<file path="src/rtl/proc_trace_capture.sv">
`default_nettype none
// ============================================================================
// Module   : proc_trace_capture
// Purpose  : Processor instruction trace buffer. Once armed, it captures
//            {pc, wb_data} for each qualified write-back cycle, either
//            immediately or from the first cycle whose PC matches a trigger
//            PC. It stops when full (one-shot) or keeps overwriting the
//            oldest entry (circular) until stop is asserted.
// Ports    : clk, rst        - clock, asynchronous active-high reset
//            arm, stop       - start a new capture / end the capture
//            trig_en, trig_pc- PC-match trigger enable and trigger value
//            wrap_mode       - 0 one-shot, 1 circular
//            pc, wb_data,
//            wb_valid        - processor trace sample and its qualifier
//            rd_addr         - read index, 0 = oldest entry
//            rd_pc, rd_data  - registered read data
//            state, count,
//            done            - capture status
// Revision : 1.0 - initial release
// ============================================================================
module proc_trace_capture #(
    parameter int DATA_WIDTH = 16,
    parameter int INST_WIDTH = 16,
    parameter int DEPTH      = 32,
    parameter int AW         = $clog2(DEPTH)
) (
    input  logic                  clk,
    input  logic                  rst,
    input  logic                  arm,
    input  logic                  stop,
    input  logic                  trig_en,
    input  logic [INST_WIDTH-1:0] trig_pc,
    input  logic                  wrap_mode,
    input  logic [INST_WIDTH-1:0] pc,
    input  logic [DATA_WIDTH-1:0] wb_data,
    input  logic                  wb_valid,
    input  logic [AW-1:0]         rd_addr,
    output logic [INST_WIDTH-1:0] rd_pc,
    output logic [DATA_WIDTH-1:0] rd_data,
    output logic [1:0]            state,
    output logic [AW:0]           count,
    output logic                  done
);

    localparam logic [1:0] c_idle    = 2'd0;
    localparam logic [1:0] c_armed   = 2'd1;
    localparam logic [1:0] c_capture = 2'd2;
    localparam logic [1:0] c_done    = 2'd3;

    localparam logic [AW:0] c_full      = (AW+1)'(DEPTH);
    localparam logic [AW:0] c_full_m1   = (AW+1)'(DEPTH - 1);

    // Storage array, not reset.
    logic [INST_WIDTH-1:0] r_mem_pc   [DEPTH];
    logic [DATA_WIDTH-1:0] r_mem_data [DEPTH];

    logic [1:0]    r_state;
    logic [AW-1:0] r_wr_ptr;
    logic [AW:0]   r_count;
    logic          r_wrap;
    logic          r_trig_en;
    logic [INST_WIDTH-1:0] r_rd_pc;
    logic [DATA_WIDTH-1:0] r_rd_data;

    logic [1:0]    w_nxt_state;
    logic          w_wr_en;
    logic          w_clr;
    logic          w_qualify;
    logic [AW-1:0] w_oldest;
    logic [AW-1:0] w_rd_idx;

    assign w_qualify = wb_valid & (~r_trig_en | (pc == trig_pc));

    // Next-state and write-enable decode. stop has priority over arming and
    // over any write in ARMED/CAPTURE; it has no effect in IDLE or DONE.
    always_comb begin
        w_nxt_state = r_state;
        w_wr_en     = 1'b0;
        w_clr       = 1'b0;
        case (r_state)
            c_idle: begin
                if (arm) begin
                    w_nxt_state = c_armed;
                    w_clr       = 1'b1;
                end
            end
            c_armed: begin
                if (stop) begin
                    w_nxt_state = c_done;
                end else if (w_qualify) begin
                    w_nxt_state = c_capture;
                    w_wr_en     = 1'b1;
                end
            end
            c_capture: begin
                if (stop) begin
                    w_nxt_state = c_done;
                end else if (wb_valid) begin
                    w_wr_en = 1'b1;
                    // One-shot: the write that fills the buffer ends capture.
                    if (!r_wrap && (r_count == c_full_m1)) begin
                        w_nxt_state = c_done;
                    end
                end
            end
            default: begin // c_done
                if (arm) begin
                    w_nxt_state = c_armed;
                    w_clr       = 1'b1;
                end
            end
        endcase
    end

    always_ff @(posedge clk or posedge rst) begin
        if (rst) begin
            r_state   <= c_idle;
            r_wr_ptr  <= '0;
            r_count   <= '0;
            r_wrap    <= 1'b0;
            r_trig_en <= 1'b0;
        end else begin
            r_state <= w_nxt_state;
            if (w_clr) begin
                r_wr_ptr  <= '0;
                r_count   <= '0;
                // Capture mode is latched on entry to ARMED only.
                r_wrap    <= wrap_mode;
                r_trig_en <= trig_en;
            end else if (w_wr_en) begin
                r_wr_ptr <= r_wr_ptr + 1'b1;
                if (r_count != c_full) begin
                    r_count <= r_count + 1'b1;
                end
            end
        end
    end

    always_ff @(posedge clk) begin
        if (w_wr_en) begin
            r_mem_pc[r_wr_ptr]   <= pc;
            r_mem_data[r_wr_ptr] <= wb_data;
        end
    end

    // Once the buffer has been filled, the oldest entry sits at the write
    // pointer; before that it is entry 0. AW-bit addition wraps modulo DEPTH.
    assign w_oldest = (r_count == c_full) ? r_wr_ptr : '0;
    assign w_rd_idx = w_oldest + rd_addr;

    always_ff @(posedge clk or posedge rst) begin
        if (rst) begin
            r_rd_pc   <= '0;
            r_rd_data <= '0;
        end else begin
            r_rd_pc   <= r_mem_pc[w_rd_idx];
            r_rd_data <= r_mem_data[w_rd_idx];
        end
    end

    assign rd_pc   = r_rd_pc;
    assign rd_data = r_rd_data;
    assign state   = r_state;
    assign count   = r_count;
    assign done    = (r_state == c_done);

endmodule
`default_nettype wire

</file>
<file path="config.mk">
export PLATFORM = sky130hd
export DESIGN_NAME = proc_trace_capture
export DESIGN_NICKNAME = d
export VERILOG_FILES = /design/src/rtl/proc_trace_capture.sv
export SDC_FILE = /design/constraint.sdc
export NUM_CORES = 1
export LEC_CHECK = 0
export ABC_AREA = 0
export ABC_CLOCK_PERIOD_IN_PS = 5250
export CAP_MARGIN = 20
export CORE_AREA = 2 2 294 296
export DETAILED_ROUTE_END_ITERATION = 8
export DIE_AREA = 0 0 296 298
export PLACE_DENSITY = 0.66
export SLEW_MARGIN = 20
export SYNTH_ARGS = -nofsm -noshare
export SYNTH_HDL_FRONTEND = slang
export SYNTH_SLANG_ARGS = --single-unit
</file>
<file path="constraint.sdc">
create_clock -name clk -period 5.25 [get_ports clk]
set_input_delay 1.05 -clock clk [delete_from_list [all_inputs] [get_ports clk]]
set_output_delay 1.05 -clock clk [all_outputs]
set_load 0.02 [all_outputs]
</file>
==> reports/metrics.yaml, run 1 <==
critPathMaxFanout: 20
ctsHoldBuffers: 0
clockRootBuffer: "clkbuf_16"
track_usage: 0.251
cap_violations: 0
drt-total-wl_um: 108000
fp.dieW_um: 296
fin_nets: 2344
synth_edf_count: 1024
cts_resized: 0
top_layer: "met4"
grt_pass1_vias: 22400
setup_viol: 0
synth_seq_cells: 1071
met3_length_um: 8160
multi_input_area_um2: 10100
utilization: 0.589
antenna_found_initial: 1
syn_inst: 2043
worstPathRequired_ns: 5.86
r2r_start: "count[3]"
finalMaxSlewViolations: 0
p_leak_nw: 15.7
wl_met2_um: 53900
worstSetupStartpoint: "count[3]"
finalCriticalPeriod_ns: 4.34
min_from: "r_wrap"
dp_hpwl_um: 64200
synthToLayoutAreaGrowth_pct: 18.1
core.rowCount: 107
overflow: 0
vias_per_cell: 6.19
vias: 21700
yosysWarnings: 0
core_um2: 84900
period_share: 0.827
seq_area_um2: 31900
pwr_density_cell_nw_per_um2: 363
htree_num_levels: 3
m1WireLength_um: 43300
cp.arrival_ns: 4.95
grt_pass1_wl_um: 158000
numCtsBuffers: 107
drt_iter0_markers: 2611
ir_worst_vdd_v: 0.000276
clock_sinks: 1071
first_pass_iters: 5
fmaxAchievable_mhz: 230
final_cells: 3503
antenna_left: 0
synthArstFlopShare: 0.0439
cts_tree: "built"
dieArea_um2: 88200
fp.dieH_um: 298
hold_viol_final: 0
syn_avg_cell_area_um2: 20.7
synth_nets: 2117
clkSlewWorstSetupHoldPaths_ns: 0.06
status: "finished, final reports clean"
start_kind: "register"
clock_path_buffers: 3
dp.cells: 3305
ioPinCount: 101
finClkSkew_ns: 0.0290
post_drt_wl_per_cell_um: 30.9
clock_latency_ns: 0.68
grt_start_max_net_pins: 77
yosysSeqAreaShare: 0.754
cts_setup_buffers: 0
rsz0062_at_grt: "false"
finalSetupTns_ns: 0
tightestPinTransition_ns: 1.07
drive_gt1_frac: 0.327
synth.distinct_cells: 48
place_congestion: 0.808
crit_path_end_kind: "register"
io_buffers: 100
fill_cells: 6102
path_class: "reg -> reg"
worstHoldPathType: "reg -> reg"
start_util: 0.499
p_total_mw: 18.1
drc: 0
slew_headroom: 0.282
synth-main-ff-cell: "edfxtp_1"
netlist_area_um2: 42300
[cell families (layout without fill, tap and decap cells)]
group | Yosys count | in the layout | synth area share
other | 0 | 1 | 0
XOR/XNOR | 20 | 20 | 0.00414
adder cells (fa/ha/maj) | 14 | 14 | 0.00432
multiplexers | 264 | 264 | 0.138
AND/OR/NAND/NOR | 249 | 249 | 0.0344
flip-flops | 1071 | 1071 | 0.754
buffers and inverters | 143 | 458 | 0.0149
AO/OA/AOI/OAI | 282 | 282 | 0.0498
[power breakdown]
group,internal [mW],total (mW),switching [mW]
Clock,4.16,7.41,3.25
Sequential,9.44,9.50,0.0588
Combinational,0.541,1.24,0.695
[cells in the mapped netlist, drive strengths merged (2+ instances only)]
cell    number  area (um2)
edfxtp    1024       30700
mux4       256        5770
a21oi      130         651
nor3       129         646
o21ba      127        1270
clkbuf      76         285
buf         55         302
dfrtp       47        1180
nor2        39         146
nor4        32         382
nand2       20        75.1
xnor2       18         158
ha          13         163
inv         12        45.0
nand3        6        30.0
o21ai        6        30.0
mux2i        5        50.1
nand4        5        31.3
o211ai       5        37.5
a21boi       3        22.5
mux2         3        33.8
nand3b       3        22.5
nor2b        3        18.8
and2         2        12.5
o21a         2        15.0
o31ai        2        15.0
o41ai        2        17.5
or3          2        17.5
or3b         2        17.5
xor2         2        17.5
[area by class of cell]
class,count,area share
Sequential cell,1071,0.638
Timing Repair Buffer,249,0.0621
Tap cell,1144,0.0286
Antenna cell,1,0.0000500
Multi-Input combinational cell,829,0.201
Inverter,12,0.000901
Clock buffer,123,0.0548
Clock inverter,74,0.0138
[through the flow]
| stage | hold slack (ns) | setup WS (ns) | area, um2 |
|---|---|---|---|
| 6_report | 0.508 | 0.909 | 50000 |
| 3_5_place_dp | 0.490 | 0.711 | 46600 |
| 5_1_grt | 0.542 | 0.722 | 50000 |
| 3_3_place_gp | 0.483 | 0.727 | 46600 |
| 4_1_cts | 0.506 | 0.866 | 50100 |
| 2_1_floorplan | 0.471 | 1.19 | 42300 |
[worst paths after layout]
| path | endpoint | cells past startpoint | slack (ns) |
|---|---|---|---|
| max | rd_data[15] | 13 | 0.91 |
| min | r_wrap | 1 | 0.51 |
| max reg2reg | rd_data[15] | 13 | 0.91 |
| min reg2reg | r_wrap | 1 | 0.51 |
| max in group asynchronous | rd_pc[2] | 3 | 3.38 |
| min in group asynchronous | rd_pc[12] | 2 | 0.85 |
[placed cells by master (no fill, tap or decap), types with 32 or more instances in the layout]
cell type / n
edfxtp_1: 1024
mux4_2: 256
a21oi_1: 130
nor3_1: 129
o21ba_2: 125
clkbuf_16: 107
clkdlybuf4s50_1: 87
buf_12: 84
buf_4: 65
dfrtp_1: 47
nor2_4: 32
clkinv_1: 32
[sequential cells by signal, summed over array words and instances (netlist names)]
register,cells
count,6
state,2
rd_pc,16
rd_data,16
r_mem_data,512
r_mem_pc,512
r_trig_en,1
r_wr_ptr,5
r_wrap,1
[worst max-delay path, stage by stage (launching register included)]
cell     delay, ns
dfrtp_1       0.44
or4b_4        0.58
nor2_1        0.30
nand2_1       0.16
inv_1         0.09
ha_1          0.22
a21o_1        0.15
a21oi_1       0.24
xor2_1        0.16
nand2_2       0.63
buf_4         0.37
o21ba_2       0.19
nor4_1        0.53
buf_4         0.20
[routing by layer]
layer | track usage | vias up
met4 | 0.0715 | 0
met2 | 0.405 | 993
met1 | 0.353 | 11600
met3 | 0.0447 | 160
li1 | - | 8959
met5 | 0 | -
No activity file was read; power rests on OpenSTA's default activity.
==> run 2, diff against run 1 <==
--- a/config.mk
+++ b/config.mk
@@ -6,7 +6,7 @@
 export NUM_CORES = 1
 export LEC_CHECK = 0
 export ABC_AREA = 0
-export ABC_CLOCK_PERIOD_IN_PS = 5250
+export ABC_CLOCK_PERIOD_IN_PS = 4100
 export CAP_MARGIN = 20
 export CORE_AREA = 2 2 294 296
 export DETAILED_ROUTE_END_ITERATION = 8
==> constraint.sdc (replaced) <==
create_clock -name clk -period 4.1 [get_ports clk]
set_input_delay 0.82 -clock clk [delete_from_list [all_inputs] [get_ports clk]]
set_output_delay 0.82 -clock clk [all_outputs]
set_load 0.02 [all_outputs]
==> reports/metrics.yaml, run 2 (synthesized netlist as in run 1, its figures left out) <==
status: "finished, final reports clean"
path_cells: "or4b_4 -> nor3_2 -> ha_4 -> inv_1 -> fa_4 -> nor2b_1 -> o21a_1 -> o211a_4 -> buf_16 -> nor3_1 -> o21ba_2 -> nor4_2"
grt.busiest_layer: "met2"
reg_top3: "r_mem_data x512, r_mem_pc x512"
cp.arrival_ns: 4.44  # -0.51 ns
worstHoldPathType: "reg -> reg"
switching_share: 0.217  # -0.00343
place_congestion: 0.800  # -1.0%
p_int_mw: 18.6  # +32%
track_usage: 0.254  # +0.00348
switchingPower_mw: 5.15  # +29%
fp.dieW_um: 296  # unchanged
clkSlewWorstSetupHoldPaths_ns: 0.06  # about the same
critPathMaxFanout: 52  # +160%
use_met1: 0.352  # -0.00133
overflow: 0  # unchanged
fill_cells: 6076  # -0.43%
dp_hpwl_um: 63500  # -0.99%
finalMaxSlewViolations: 0  # unchanged
p_leak_nw: 16.0  # +1.5%
drt-total-wl_um: 110000  # +1.8%
drive_gt1_frac: 0.340  # +0.0131
ioPinCount: 101  # unchanged
dp.cells: 3321  # +0.48%
vias_per_cell: 6.25  # +0.97%
layout_commonest_cell: "edfxtp_1"
fin_nets: 2362  # +0.77%
dieArea_um2: 88200  # unchanged
start_util: 0.499  # unchanged
pwr-share-clk: 0.420  # +0.012
grt_pass1_wl_um: 160000  # +1.5%
core_um2: 84900  # unchanged
crit_path_end_kind: "register"
drc: 0  # unchanged
ir_worst_vdd_v: 0.000370  # +34%
finalCriticalPeriod_ns: 3.92  # -0.424 ns
clock_path_buffers: 3  # unchanged
p_comb_frac: 0.068  # about the same
use_met2: 0.413  # +0.00842
cts_tree: "built"
rsz0062_at_grt: "false"
critical_path.top_delay_family: "simple AND/OR/NAND/NOR gates"
setup_viol: 0  # unchanged
antenna_found_initial: 3  # +2
path_buf_inv: 2  # -1
multi_input_area_um2: 10100  # +0.14%
start_kind: "register"
fp.dieH_um: 298  # unchanged
final_cells: 3527  # +0.69%
clock_sinks: 1071  # unchanged
fmaxAchievable_mhz: 255  # +11%
io_buffers: 100  # unchanged
cap_violations: 0  # unchanged
finClkSkew_ns: 0.0235  # -0.00555 ns
grt_start_max_net_pins: 55  # -29%
most-common-layout-cells: "edfxtp_1, mux4_2, a21oi_1"
slew_headroom: 0.248  # -0.0337
clock_latency_ns: 0.67  # about the same
clockRootBuffer: "clkbuf_16"
pwr_density_cell_nw_per_um2: 470  # +30%
utilization: 0.595  # +0.00600
numCtsBuffers: 107  # unchanged
tightestPinTransition_ns: 1.12  # +0.0504 ns
first_pass_iters: 5  # unchanged
core.rowCount: 107  # unchanged
slowest_delay_ns: 0.59  # -0.04 ns
antenna_left: 0  # unchanged
period_share: 0.955  # +0.128
synthToLayoutAreaGrowth_pct: 19.3
post_drt_wl_per_cell_um: 31.3  # +1.1%
grt_use_met3: 0.0441  # -0.000597
seq_area_um2: 31900  # unchanged
drt_iter0_markers: 2767  # +6.0%
hold_viol_final: 0  # unchanged
htree_num_levels: 3  # unchanged
path_class: "reg -> reg"
slowest_stage: "or4b_4"
seqPwrFrac: 0.512  # -0.012
worstPathRequired_ns: 4.63  # -1.23 ns
vias: 22000  # +1.7%
grt_pass1_vias: 22900  # +2.3%
-- run 2: cell count changes in the layout (fill, tap and decap cells not counted), sizes merged --
| cell | change |
|---|---|
| clkinv | -8 |
| bufinv | +6 |
| clkinvlp | +5 |
| buf | +16 |
| inv | +3 |
| clkdlybuf4s50 | +2 |
-- run 2: power by group through the flow --
stage	clock, mW	combinational (mW)	sequential, mW
after global routing	10.5	1.74	12.2
after CTS	10.1	1.64	12.2
after detailed placement	0	1.64	12.4
after floorplan	0	0.807	12.4
after global placement	0	1.60	12.4
final	9.98	1.62	12.2
-- run 2: final timing paths --
path	from	slack (ns)	endpoint	cells past startpoint
hold / removal	r_wrap	0.51	r_wrap	1
min in group asynchronous	rst	0.66	r_trig_en	2
setup reg to reg	count[3]	0.18	rd_pc[3]	12
max in group asynchronous	rst	2.71	rd_data[9]	3
hold reg to reg	r_wrap	0.51	r_wrap	1
setup / recovery	count[3]	0.18	rd_pc[3]	12
-- run 2: layout make-up --
class / count / area share
antenna: 1 / 0.0000495
clock buffer: 123 / 0.0554
clock inverter: 80 / 0.0158
inverter: 12 / 0.000892
multi-input combinational: 829 / 0.199
sequential: 1071 / 0.632
tap: 1144 / 0.0283
timing repair buffer: 267 / 0.0679
-- run 2: per-stage QoR --
step	total power [mW]	area (um2)	setup WS (ns)	hold slack [ns]	TNS, ns
after global placement	14.0	46900	-0.435	0.484	-300.59
after detailed placement	14.0	46900	-0.420	0.493	-320.38
after global routing	24.4	50500	0.0962	0.542	0
final	23.8	50500	0.184	0.507	0
after CTS	23.9	50500	0.0446	0.507	0
after floorplan	13.2	42300	0.268	0.471	0
-- run 2: routing by layer --
metal | up-vias | wire [um] | part of all wire
li1 | 9008 | - | -
met1 | 11700 | 43200 | 0.39
met2 | 1139 | 54900 | 0.50
met3 | 195 | 8640 | 0.078
met4 | 2 | 3500 | 0.032
met5 | - | 11 | 0.00010
-- run 2: repair_timing --
action / 4_1_cts / 5_1_grt
pin swaps: 0 / 1
gates cloned: 0 / 0
hold buffers: 0 / 0
setup buffers: 0 / 1
gates resized for setup: 1 / 4
endpoints found under the setup margin: 1 / 12
